[config.mk]
export PLATFORM = sky130hd
export DESIGN_NAME = nec_bus_ctrl
export DESIGN_NICKNAME = d
export VERILOG_FILES = /design/src/rtl/nec_pkg.sv /design/src/rtl/nec_clk_gen.sv /design/src/rtl/nec_bus_ctrl.sv
export SDC_FILE = /design/constraint.sdc
export NUM_CORES = 1
export LEC_CHECK = 0
export CORE_MARGIN = 4
export CORE_UTILIZATION = 65
export CTS_CLUSTER_DIAMETER = 50
export DETAILED_ROUTE_END_ITERATION = 10
export DONT_BUFFER_PORTS = 1
export PLACE_DENSITY_LB_ADDON = 0.3
export SLEW_MARGIN = 20
export SYNTH_ARGS = -nofsm -noshare
export SYNTH_HDL_FRONTEND = slang
export SYNTH_SLANG_ARGS = --single-unit
[constraint.sdc]
create_clock -name clk_sys -period 4.22 [get_ports clk_sys]
set_input_delay 0.422 -clock clk_sys [delete_from_list [all_inputs] [get_ports clk_sys]]
set_output_delay 0.422 -clock clk_sys [all_outputs]
set_load 0.05 [all_outputs]
[src/rtl/nec_pkg.sv]
// nec_pkg
// Shared types and constants for the NEC V-series test-socket bus controller.
//   bus_state_t       : bus-cycle FSM states
//   nec_addr_t        : 20-bit byte address as latched from the AD/A pins
//   READ_TIMEOUT_DATA : value returned to the CPU when a read is never acknowledged
package nec_pkg;

  typedef enum logic [2:0] {IDLE, ADDR, REQ, WAIT, END} bus_state_t;

  typedef logic [19:0] nec_addr_t;

  localparam logic [15:0] READ_TIMEOUT_DATA = 16'hFFFF;

endpackage

[src/rtl/nec_clk_gen.sv]
// nec_clk_gen
// Divides clk_sys down to the NEC CPU clock and produces single-cycle strobes
// marking the clk_sys cycle in which nec_clk changes level.
// Ports:
//   clk_sys  : system clock
//   reset    : asynchronous, active-high reset (nec_clk starts low)
//   nec_clk  : CPU clock, CLK_DIV clk_sys cycles per period, 50% duty
//   clk_rise : high in the cycle whose closing edge drives nec_clk 0 -> 1
//   clk_fall : high in the cycle whose closing edge drives nec_clk 1 -> 0
module nec_clk_gen #(
  parameter int CLK_DIV = 4
) (
  input  logic clk_sys,
  input  logic reset,
  output logic nec_clk,
  output logic clk_rise,
  output logic clk_fall
);

  localparam int HALF = CLK_DIV / 2;
  localparam int CW   = (HALF > 1) ? $clog2(HALF) : 1;

  logic [CW-1:0] cnt;
  logic          wrap;

  assign wrap = (cnt == CW'(HALF - 1));

  always_ff @(posedge clk_sys or posedge reset) begin
    if (reset) begin
      cnt     <= '0;
      nec_clk <= 1'b0;
    end else if (wrap) begin
      cnt     <= '0;
      nec_clk <= ~nec_clk;
    end else begin
      cnt <= cnt + 1'b1;
    end
  end

  // Strobes are asserted in the cycle before the toggle so that logic acting
  // on them updates on the same clk_sys edge that moves nec_clk.
  assign clk_rise = wrap & ~nec_clk;
  assign clk_fall = wrap & nec_clk;

endmodule

[src/rtl/nec_bus_ctrl.sv]
// nec_bus_ctrl
// Clock and bus-cycle controller for the NEC V-series CPU test socket.
// Generates the CPU clock, latches the address on ASTB, decodes memory/I/O
// reads and writes, hands each data cycle to a clk_sys-domain memory port
// through a req/ack handshake, stretches the cycle with READY wait states and
// controls the AD level-shifter direction and output enable.
// Ports:
//   clk_sys, reset                  : system clock, async active-high reset
//   wait_states                     : extra NEC clocks of READY low, sampled at ASTB
//   nec_clk, nec_ready              : CPU clock and READY
//   nec_ad_in                       : AD/A pins as seen by the FPGA
//   nec_ad_out, nec_ad_oe           : read data onto AD[15:0] and its enable
//   nec_ad_dir                      : level-shifter direction, 1 = FPGA to CPU
//   nec_astb/rdn/wrn/ion/uben       : raw CPU strobes
//   mem_req/we/io/addr/be/wdata     : memory port request side
//   mem_rdata, mem_ack              : memory port response side
//   timeout_err                     : one-cycle pulse on an unacknowledged request
module nec_bus_ctrl
  import nec_pkg::*;
#(
  parameter int CLK_DIV = 4,
  parameter int WAIT_W  = 4,
  parameter int TIMEOUT = 1023
) (
  input  logic              clk_sys,
  input  logic              reset,
  input  logic [WAIT_W-1:0] wait_states,
  output logic              nec_clk,
  output logic              nec_ready,
  input  logic [19:0]       nec_ad_in,
  output logic [15:0]       nec_ad_out,
  output logic              nec_ad_oe,
  output logic              nec_ad_dir,
  input  logic              nec_astb,
  input  logic              nec_rdn,
  input  logic              nec_wrn,
  input  logic              nec_ion,
  input  logic              nec_uben,
  output logic              mem_req,
  output logic              mem_we,
  output logic              mem_io,
  output logic [19:0]       mem_addr,
  output logic [1:0]        mem_be,
  output logic [15:0]       mem_wdata,
  input  logic [15:0]       mem_rdata,
  input  logic              mem_ack,
  output logic              timeout_err
);

  localparam int TW = $clog2(TIMEOUT + 1);
  localparam logic [TW-1:0] TO_LAST = TW'(TIMEOUT - 1);
  // Strobe idle levels {astb, rdn, wrn, ion, uben}: ASTB low, the rest high.
  localparam logic [4:0] STROBE_IDLE = 5'b01111;

  logic clk_fall;
  logic unused_clk_rise;

  nec_clk_gen #(.CLK_DIV(CLK_DIV)) u_clk_gen (
    .clk_sys  (clk_sys),
    .reset    (reset),
    .nec_clk  (nec_clk),
    .clk_rise (unused_clk_rise),
    .clk_fall (clk_fall)
  );

  logic [4:0] sync1, sync2;
  logic       astb_d;
  logic       astb_s, rdn_s, wrn_s, ion_s, uben_s, astb_fall;

  // Two-flop synchronisers; reset to idle levels so no edge appears at reset release.
  always_ff @(posedge clk_sys or posedge reset) begin
    if (reset) begin
      sync1  <= STROBE_IDLE;
      sync2  <= STROBE_IDLE;
      astb_d <= 1'b0;
    end else begin
      sync1  <= {nec_astb, nec_rdn, nec_wrn, nec_ion, nec_uben};
      sync2  <= sync1;
      astb_d <= sync2[4];
    end
  end

  assign {astb_s, rdn_s, wrn_s, ion_s, uben_s} = sync2;
  assign astb_fall = astb_d & ~astb_s;

  bus_state_t        state, state_nxt;
  logic [WAIT_W-1:0] wait_cnt, wait_nxt;
  logic [TW-1:0]     to_cnt, to_nxt;
  logic              ube, ube_nxt;
  logic              is_read, is_read_nxt;
  logic              end_rel, end_rel_nxt;
  logic              ready_nxt, oe_nxt, dir_nxt, req_nxt, we_nxt, io_nxt, to_err_nxt;
  logic [19:0]       addr_nxt;
  logic [1:0]        be_nxt;
  logic [15:0]       wdata_nxt, ad_out_nxt;

  always_ff @(posedge clk_sys or posedge reset) begin
    if (reset) begin
      state       <= IDLE;
      wait_cnt    <= '0;
      to_cnt      <= '0;
      ube         <= 1'b0;
      is_read     <= 1'b0;
      end_rel     <= 1'b0;
      nec_ready   <= 1'b1;
      nec_ad_oe   <= 1'b0;
      nec_ad_dir  <= 1'b0;
      nec_ad_out  <= '0;
      mem_req     <= 1'b0;
      mem_we      <= 1'b0;
      mem_io      <= 1'b0;
      mem_addr    <= '0;
      mem_be      <= '0;
      mem_wdata   <= '0;
      timeout_err <= 1'b0;
    end else begin
      state       <= state_nxt;
      wait_cnt    <= wait_nxt;
      to_cnt      <= to_nxt;
      ube         <= ube_nxt;
      is_read     <= is_read_nxt;
      end_rel     <= end_rel_nxt;
      nec_ready   <= ready_nxt;
      nec_ad_oe   <= oe_nxt;
      nec_ad_dir  <= dir_nxt;
      nec_ad_out  <= ad_out_nxt;
      mem_req     <= req_nxt;
      mem_we      <= we_nxt;
      mem_io      <= io_nxt;
      mem_addr    <= addr_nxt;
      mem_be      <= be_nxt;
      mem_wdata   <= wdata_nxt;
      timeout_err <= to_err_nxt;
    end
  end

  always_comb begin
    state_nxt   = state;
    wait_nxt    = wait_cnt;
    to_nxt      = to_cnt;
    ube_nxt     = ube;
    is_read_nxt = is_read;
    end_rel_nxt = end_rel;
    ready_nxt   = nec_ready;
    oe_nxt      = nec_ad_oe;
    dir_nxt     = nec_ad_dir;
    ad_out_nxt  = nec_ad_out;
    req_nxt     = mem_req;
    we_nxt      = mem_we;
    io_nxt      = mem_io;
    addr_nxt    = mem_addr;
    be_nxt      = mem_be;
    wdata_nxt   = mem_wdata;
    to_err_nxt  = 1'b0;

    case (state)
      IDLE: begin
        if (astb_fall) begin
          addr_nxt  = nec_ad_in;
          io_nxt    = ~ion_s;
          ube_nxt   = ~uben_s;
          wait_nxt  = wait_states;
          to_nxt    = '0;
          state_nxt = ADDR;
        end
      end

      // RD wins when both strobes are low. Without either strobe (INTA) the
      // address phase quietly times out back to IDLE.
      ADDR: begin
        if (!rdn_s || !wrn_s) begin
          is_read_nxt = !rdn_s;
          we_nxt      = rdn_s;
          dir_nxt     = !rdn_s;
          if (rdn_s) wdata_nxt = nec_ad_in[15:0];
          ready_nxt   = 1'b0;
          req_nxt     = 1'b1;
          be_nxt      = {ube, ~mem_addr[0]};
          to_nxt      = '0;
          state_nxt   = REQ;
        end else if (to_cnt == TO_LAST) begin
          state_nxt = IDLE;
        end else begin
          to_nxt = to_cnt + 1'b1;
        end
      end

      // An acknowledge in the last allowed cycle still wins over the timeout.
      REQ: begin
        if (mem_ack) begin
          req_nxt = 1'b0;
          if (is_read) begin
            ad_out_nxt = mem_rdata;
            oe_nxt     = 1'b1;
          end
          state_nxt = WAIT;
        end else if (to_cnt == TO_LAST) begin
          to_err_nxt = 1'b1;
          req_nxt    = 1'b0;
          if (is_read) begin
            ad_out_nxt = READ_TIMEOUT_DATA;
            oe_nxt     = 1'b1;
          end
          state_nxt = WAIT;
        end else begin
          to_nxt = to_cnt + 1'b1;
        end
      end

      WAIT: begin
        if (clk_fall) begin
          if (wait_cnt == '0) begin
            ready_nxt = 1'b1;
            state_nxt = END;
          end else begin
            wait_nxt = wait_cnt - 1'b1;
          end
        end
      end

      // The driver is disabled one cycle before the direction flips so the
      // level shifter never fights the CPU.
      END: begin
        if (!end_rel) begin
          if (rdn_s && wrn_s) begin
            oe_nxt      = 1'b0;
            end_rel_nxt = 1'b1;
          end
        end else begin
          dir_nxt     = 1'b0;
          end_rel_nxt = 1'b0;
          state_nxt   = IDLE;
        end
      end

      default: state_nxt = IDLE;
    endcase
  end

endmodule
# == After elaboration in Yosys (flattened, before gate mapping) ==
# Cells that the tools add are included.
# Widths: inputs -> output; s select.
# classes
addsub,3
n_eq_ne,16
mux,45
n_bitwise,7
reduce_logical,24
# ops
op,count
$mux 16,4
$mux 10,4
$pmux 10 s3,1
$mux 3,8
$mux 1,19
$ne 2x2->1 const B,9
$pmux 3 s5,1
$reduce_and 3->1,5
$mux 4,3
$reduce_and 4->1,3
$reduce_bool 2->1,6
$add 10x1->10 const B,1
$eq 10x10->1 const B,1
$pmux 1 s2,4
$pmux 4 s2,1
$eq 3x2->1 const B,2
$ne 3x3->1 const B,2
$reduce_and 6->1,1
$not 1->1,5
$logic_not 4->1,1
$reduce_and 2->1,2
$sub 4x1->4 const B,1
$eq 3x1->1 const B,1
$eq 3x3->1 const B,1
7 further kinds,9
# word_totals
regBits,94
in_bits,48
output_inout_bits,62
elab_cells,117

# == Longest topological paths before layout ==
# Gate-level depths: netlist (run 1).
# logic_depth
depth_word,4
mapped_depth,8
mapped_depth_nobuf,7

# == By module ==
# Synthesis (run 1) repeated with hierarchy kept, for this count alone.
# unflattened
hier_cells,341
area_unflattened_um2,3866.2
# by_module_without_submodules
mod,instances,cells_each,area_per_inst_um2,seq_area_each_um2
nec_bus_ctrl,1,334,3783.6,2313.5
nec_clk_gen,1,7,82.6,50.0

# == Worst setup path after synthesis (run 1) ==
# No wires, ideal clock.
# synth_timing
path_kind,register -> register
startpoint,reg wait_cnt[0]
endpoint,reg state[1]
setup_time_ps,124
arrival_ps,1619
path_slack_ps,2477
path_stages_with_launch,7
n_path_buf,0
period_less_slack_ps,1743
cell_sequence,dfrtp_1 -> inv_1 -> ha_1 -> or3b_2 -> nor2_1 -> o221ai_2 -> a211o_1
# synth_between
elab_chain_len,3
# synth_rtl
element,line,source
start: declaration,nec_bus_ctrl.sv:87,"logic [WAIT_W-1:0] wait_cnt, wait_nxt;"
start signal: assignment,nec_bus_ctrl.sv:118,wait_cnt <= wait_nxt;
$logic_not 4->1,nec_bus_ctrl.sv:212,if (wait_cnt == '0) begin
$ne 2x2->1 (no source line),--,
$reduce_and 6->1 (no source line),--,
end signal: assignment,nec_bus_ctrl.sv:117,state <= state_nxt;
end: declaration,nec_bus_ctrl.sv:86,"bus_state_t state, state_nxt;"
# Every way passes these cells.
# A chain may end at the register's enable or synchronous reset.

# == Worst setup path in the final report (run 1) ==
# layout_timing
startpoint,reg state[2]
endpoint,reg mem_wdata[1]
# layout_between
elab_chain_len,2
# layout_rtl
element,line,source
$eq 3x1->1,nec_bus_ctrl.sv:156,case (state)
$reduce_and 3->1 (no source line),--,
end signal: assignment,nec_bus_ctrl.sv:132,mem_wdata <= wdata_nxt;
end: declaration,nec_bus_ctrl.sv:44,"output logic [15:0] mem_wdata,"
# Every way passes these cells.

==> results.md, run 1 <==
- Skew-Pair Late Insertion Delay: 0.35 ns
- Maxcap violations: 0
- Resized Gates After CTS: 0
- Post-synth top cells: nand2_1, dfrtp_1, mux2_2
- Slew Limit Fails: 0
- Critical path launch point: state[2]
- Routability cong.: between 0.8 and 0.9
- Yosys cell types: 50
- CTS tree: yes
- Crit-path leading delay family: simple AND/OR/NAND/NOR gates
- Pint: between 1.5 and 2 mW
- DR iter-0 viols: 134
- P_sw: 1.97 mW
- Cell leakage power: around 1.8 nW
- Final WS setup: about 1.8 ns
- Tot GR Track Use: 0.216
- DRC errors left: 0
- Top cell type's share of synthesized area: 0.550
- # setup viols final: 0
- Initial antenna violation count: 0
- Startpoint types: flip-flop
- Slowest Stage Delay on Critical Path: 0.64 ns
- Global-route wire length before repair: roughly 13 mm
- Die Area: 7250 um2
- Top Ports: 110
- Clock Sinks: 94
- Antenna Cells: 0
- Fin. Hold Viols: 0
- Slowest cell on crit path: nand3b_1
- Synthesized area per cell: 11.5 um2
- Area of the multi-input gates: 1390 um2
- Final Instance Area: between 4000 and 5000 um2
- Combinational share of power: 0.184
- Crit path time final: 2.38 ns
- Die W: ~85 um
- Largest net degree at the start of global routing: 60
- Cell chain of the critical path: and2b_1 -> and2b_1 -> nand3b_1 -> mux2_2
- Most used DFF post-synth: dfrtp_1
- Total power: 3.81 mW
- FF+latch area: 2360 um2
- Critical Path Most Common Cell: and2b_1
- Setup TNS: 0 ns
- Hold Startpoint: nec_ion
- Pwr Density: 931 nW/um2
- Status: finished clean
- H-Tree Level Count: 3
- Area grow syn2layout: 5.82%
- Clk buf depth: 2
- Cells on worst reg2reg path: 4
- WP buf/inv: 0
- Setup Skew: between 0.01 and 0.015 ns
- Critical path required time: 4.45 ns
- RSZ-0062 raised after global routing: no
- Final Cycle Share: 0.565
- Layout Utilization: 0.725
- Drt wl/cell: between 15 and 20 um
- Synth area leaders: dfrtp_1, nand2_1, dfstp_2
- Reg-to-Reg Start: state[2]
- DP Worst Slack: 1.82 ns
- Std cell rows: 27
- Fillers: approximately 400
- Critical path depth in cells: 4
- Maximum vdd drop: 0.000608 V
- Area leader, netlist: dfrtp_1
- Worst Setup End Kind: flip-flop
- Die Y: around 85 um
- Sequential share of the synthesized area: 0.611
- Sw Ratio: 0.518
- Clock buffer count from CTS: 9
- Crit path kind: flip-flop to flip-flop
- Starting Density: 0.686
- Synth Warn #: 0
- Max Fanout on Critical Path: 19
- Vias: 2438
- Share of power burned in the clock network: 0.155
- Nets@finish: 388
- Cell area after synthesis: 3870 um2
- CP Data Arrival Time: 2.61 ns
- Most numerous cell in the Yosys netlist: nand2_1
- Slew HR: 0.362
- Async set or reset register ratio after synthesis: 1.00
- Placed cell area: 3900 um2
- Highest Clock Rate: 420 MHz
- Number of synthesized register bits: 94
- Core area: 5640 um2
- Post-route ant nets: 0
- Port Buffers: 0
- Drt first pass iters: 4
- Final wirelength: 7.52 mm
- Clk slew on worst S/H paths: about 0.090 ns
- Cells after Synth: 337
- GR Overflow Total: 0
- Min-delay worst type: primary input to flip-flop
- Vias in the first global route: 2562
- Net count after synthesis: 388
- Layout cells sized above 1: 0.167
- Setup Fix Bufs, Post-CTS: 0
- Root buffer cell: clkbuf_8
- Seq pwr share: 0.661
- Hold depth: 0
- CTS Hold Bufs: 0
- Slew @ Worst Pin: 0.955 ns
- Dpl hpwl: 5.35 mm
- EDFF count, synth: 0
- Vias/cell: about 5.9
[placed cells by master, fill, tap and decap left out, types with 2 or more instances in the layout]
cell type  instances
clkinv_2           2
ha_1               3
clkbuf_8           9
inv_6              2
a22o_1             2
and2_1             2
dfrtp_1           85
nand4_1            2
xnor2_1            6
a211oi_1           3
o21ai_0           11
mux2_2            17
o211ai_1           3
nand2_1           87
o211a_1            2
nand2b_1           3
nor3_1             2
and2b_1            2
dfstp_2            9
o21a_1             3
inv_1              7
nand3_1           10
buf_4              3
o22a_1            16
nor2_1            12
nand3b_1           2
a21oi_1            9
[state kept, by name (all words and copies together) (netlist names), 2 cells and up]
signal and cells:
wait_cnt 4, sync1 5, sync2 5, mem_wdata 16, mem_be 2, mem_addr 20
state 3, nec_ad_out 16, to_cnt 10
[logic make-up (layout without fill, tap and decap cells)]
kind of cell,Yosys count,after routing,synth area share
buffers and inverters,22,27,0.0314
AOI/OAI and AO/OA,58,58,0.116
and+or+nand+nor,136,136,0.166
DFF,94,94,0.611
adders and majority gates,3,3,0.00971
xor gates and xnor gates,7,7,0.0159
muxes,17,17,0.0495
[power groups by stage]
stage,logic (mW),clock network [mW],registers [mW]
3_5_place_dp,0.706,0,2.54
5_1_grt,0.800,0.643,2.57
3_3_place_gp,0.660,0,2.53
4_1_cts,0.709,0.601,2.53
6_report,0.700,0.592,2.52
2_1_floorplan,0.630,0,2.43
[final timing paths]
kind	slack (ns)	end
worst max register to register	1.84	mem_wdata[1]
max in group asynchronous	3.09	sync2[0]
worst min register to register	0.34	sync2[4]
min in group asynchronous	0.14	mem_addr[6]
worst max-delay path	1.84	mem_wdata[1]
worst min-delay path	0.06	sync1[1]
[per-stage QoR]
stage               hold WS (ns)  std cells
global route              0.0373        414
detailed placement         0.341        398
floorplan                  0.331        337
global placement           0.333        398
finish                    0.0604        414
CTS                       0.0454        414
[metal layers]
layer | track usage | part of all wire | routed length, um | vias up
li1 | - | - | - | 1150
met1 | 0.280 | 0.39 | 2960 | 1186
met2 | 0.352 | 0.51 | 3870 | 94
met3 | 0.0728 | 0.084 | 635 | 8
met4 | 0.0604 | 0.0084 | 63 | 0
met5 | 0 | 0 | 0 | -
[cell type report]
class,instances,area share
multi-input combinational,221,0.339
sequential,94,0.577
timing repair buffer,3,0.00550
clock buffer,10,0.0312
tap,72,0.0220
inverter,8,0.00764
clock inverter,6,0.0168
(Power assumes the default switching activity.)
==> run 2, diff against run 1 <==
--- a/config.mk
+++ b/config.mk
@@ -6,7 +6,7 @@
 export NUM_CORES = 1
 export LEC_CHECK = 0
 export CORE_MARGIN = 4
-export CORE_UTILIZATION = 65
+export CORE_UTILIZATION = 62
 export CTS_CLUSTER_DIAMETER = 50
 export DETAILED_ROUTE_END_ITERATION = 10
 export DONT_BUFFER_PORTS = 1
==> constraint.sdc (replaced) <==
create_clock -name clk_sys -period 2.4 [get_ports clk_sys]
set_input_delay 0.24 -clock clk_sys [delete_from_list [all_inputs] [get_ports clk_sys]]
set_output_delay 0.24 -clock clk_sys [all_outputs]
set_load 0.05 [all_outputs]
==> results.md, run 2 (synthesis gave the netlist of run 1 again) <==
- Pwr Density: 1560 nW/um2
- Setup Fix Bufs, Post-CTS: 0
- Critical path required time: 2.64 ns
- Dpl hpwl: roughly 5.4 mm
- Tot GR Track Use: 0.235
- Max Fanout on Critical Path: 13
- RSZ-0062 raised after global routing: no
- Post-route insts no fill: 448
- Die Y: 87.0 um
- Maxcap violations: 0
- Die W: 87.0 um
- Clk buf depth: 2
- WHS Endpoint: mem_wdata[13]
- Min-delay worst type: primary input to flip-flop
- Initial antenna violation count: 0
- Cells on worst reg2reg path: 5
- Layout cells sized above 1: 0.167
- R2r setup slk: 0.30 ns
- Global-route wire length before repair: 13.5 mm
- Resized Gates After CTS: 0
- Hold Startpoint: nec_ad_in[13]
- Met3 WL post-DR: between 600 and 700 um
- Worst Setup End Kind: flip-flop
- Cell leakage power: 1.95 nW
- Highest Clock Rate: 476 MHz
- Root buffer cell: clkbuf_8
- GR Overflow Total: 0
- Met2 WL: ~4.3 mm
- Top Ports: between 100 and 150
- CTS tree: yes
- Die Area: 7570 um2
- Final wirelength: 8.29 mm
- Nets@finish: 418
- CTS Hold Bufs: 24
- Hold Worst Slack: between 0.02 and 0.025 ns
- Crit path time final: roughly 2.1 ns
- Commonest cells after routing, fill and taps aside: nand2_1, dfrtp_1, dlygate4sd3_1
- DRC errors left: 0
- Commonest non-fill, non-tap cell in the layout: nand2_1
- Routability cong.: 0.928
- Slowest cell on crit path: dfrtp_1
- DP Worst Slack: between 0.3 and 0.4 ns
- Port Buffers: 0
- Cells after DPL: 406
- Clock buffer count from CTS: 9
- Cell chain of the critical path: nor3b_4 -> nand2b_2 -> a21bo_2 -> o221ai_2 -> mux2_2
- Reg2reg end: state[0]
- Crit path kind: flip-flop to flip-flop
- Core area: 5990 um2
- Drt wl/cell: between 15 and 20 um
- Fillers: 370
- Starting Density: 0.646
- Final Cycle Share: 0.875
- Maximum vdd drop: between 0.001 and 0.0015 V
- Clock Sinks: 94
- Area grow syn2layout: 14.5%
- Slowest Stage Delay on Critical Path: 0.58 ns
- Std cell rows: 28
- Slew Limit Fails: 0
- Skew-Pair Late Insertion Delay: between 0.3 and 0.4 ns
- H-Tree Level Count: 3
- Setup TNS: 0 ns
- Register name with the most flops: mem_addr
- Vias in the first global route: around 2700
- Reg-to-Reg Start: state[1]
- Max FFs per register: 20
- Top Registers: mem_addr: 20 flops, mem_wdata: 16 flops, nec_ad_out: 16 flops
- DR iter-0 viols: 166
- Vias/cell: ~5.9
- Slew @ Worst Pin: 0.795 ns
- Largest net degree at the start of global routing: 42
- Total power: 6.89 mW
- Drt first pass iters: 4
- Status: finished clean
- Vias: 2639
- Top routing layer used: met4
- Startpoint types: flip-flop
- # setup viols final: 0
- Wl on met1: 3.24 mm
- Setup Skew: 0.0121 ns
- Fin. Hold Viols: 0
- Hold depth: 1
- CP Data Arrival Time: roughly 2.3 ns
- Post-route ant nets: 0
- Final WS setup: 0.299 ns
- Slew HR: 0.469
- Clk slew on worst S/H paths: 0.09 ns
[run 2: cell types whose count changed in the layout (fill, tap and decap cells not counted)]
cell	delta
clkinv_4	-1
inv_6	-1
dlygate4sd3_1	+25
bufinv_16	+1
clkbuf_8	+1
clkinvlp_4	+1
clkinv_2	-1
buf_4	+4
buf_12	+1
diode_2	+1
[run 2: worst max-delay path by stage]
stage | endpoint | depth (start not counted) | from | slack, ns
4_1_cts | state[0] | 5 | state[1] | 0.30
6_report | state[0] | 5 | state[1] | 0.30
2_1_floorplan | state[1] | 6 | wait_cnt[0] | 0.66
3_3_place_gp | state[0] | 5 | state[1] | 0.41
3_5_place_dp | state[0] | 5 | state[1] | 0.33
5_1_grt | state[0] | 5 | state[1] | 0.17
[run 2: per-stage QoR]
stage,area (um2),utilization
after floorplan,3870,-
after global placement,3950,0.660
after detailed placement,3950,0.660
after CTS,4420,0.737
after global routing,4430,0.739
final,4430,0.739
[run 2: critical path, delay by kind of cell, from the launching register on]
kind,cells,cell delay [ns]
AOI/OAI and AO/OA,2,0.48
DFF,1,0.58
muxes,1,0.37
and+or+nand+nor,2,0.55
[run 2: where the power goes]
group	switching (mW)	total (mW)	internal [mW]
Combinational	0.691	1.31	0.614
Clock	0.527	1.14	0.618
Sequential	2.28	4.44	2.16
Total	3.50	6.89	3.39
[run 2: routing by layer]
layer,GRT usage,vias to the layer above
met5,0,-
met4,0.0708,0
met3,0.0908,9
met2,0.378,96
met1,0.296,1328
li1,-,1206
[run 2: final cells by class]
cell class | count | area (um2) | area share
sequential | 94 | 2360 | 0.534
multi-input combinational | 221 | 1390 | 0.314
timing repair buffer | 33 | 323 | 0.0729
clock buffer | 11 | 141 | 0.0319
tap | 75 | 93.8 | 0.0212
clock inverter | 5 | 81.3 | 0.0184
inverter | 8 | 33.8 | 0.00763
antenna | 1 | 2.50 | 0.000565
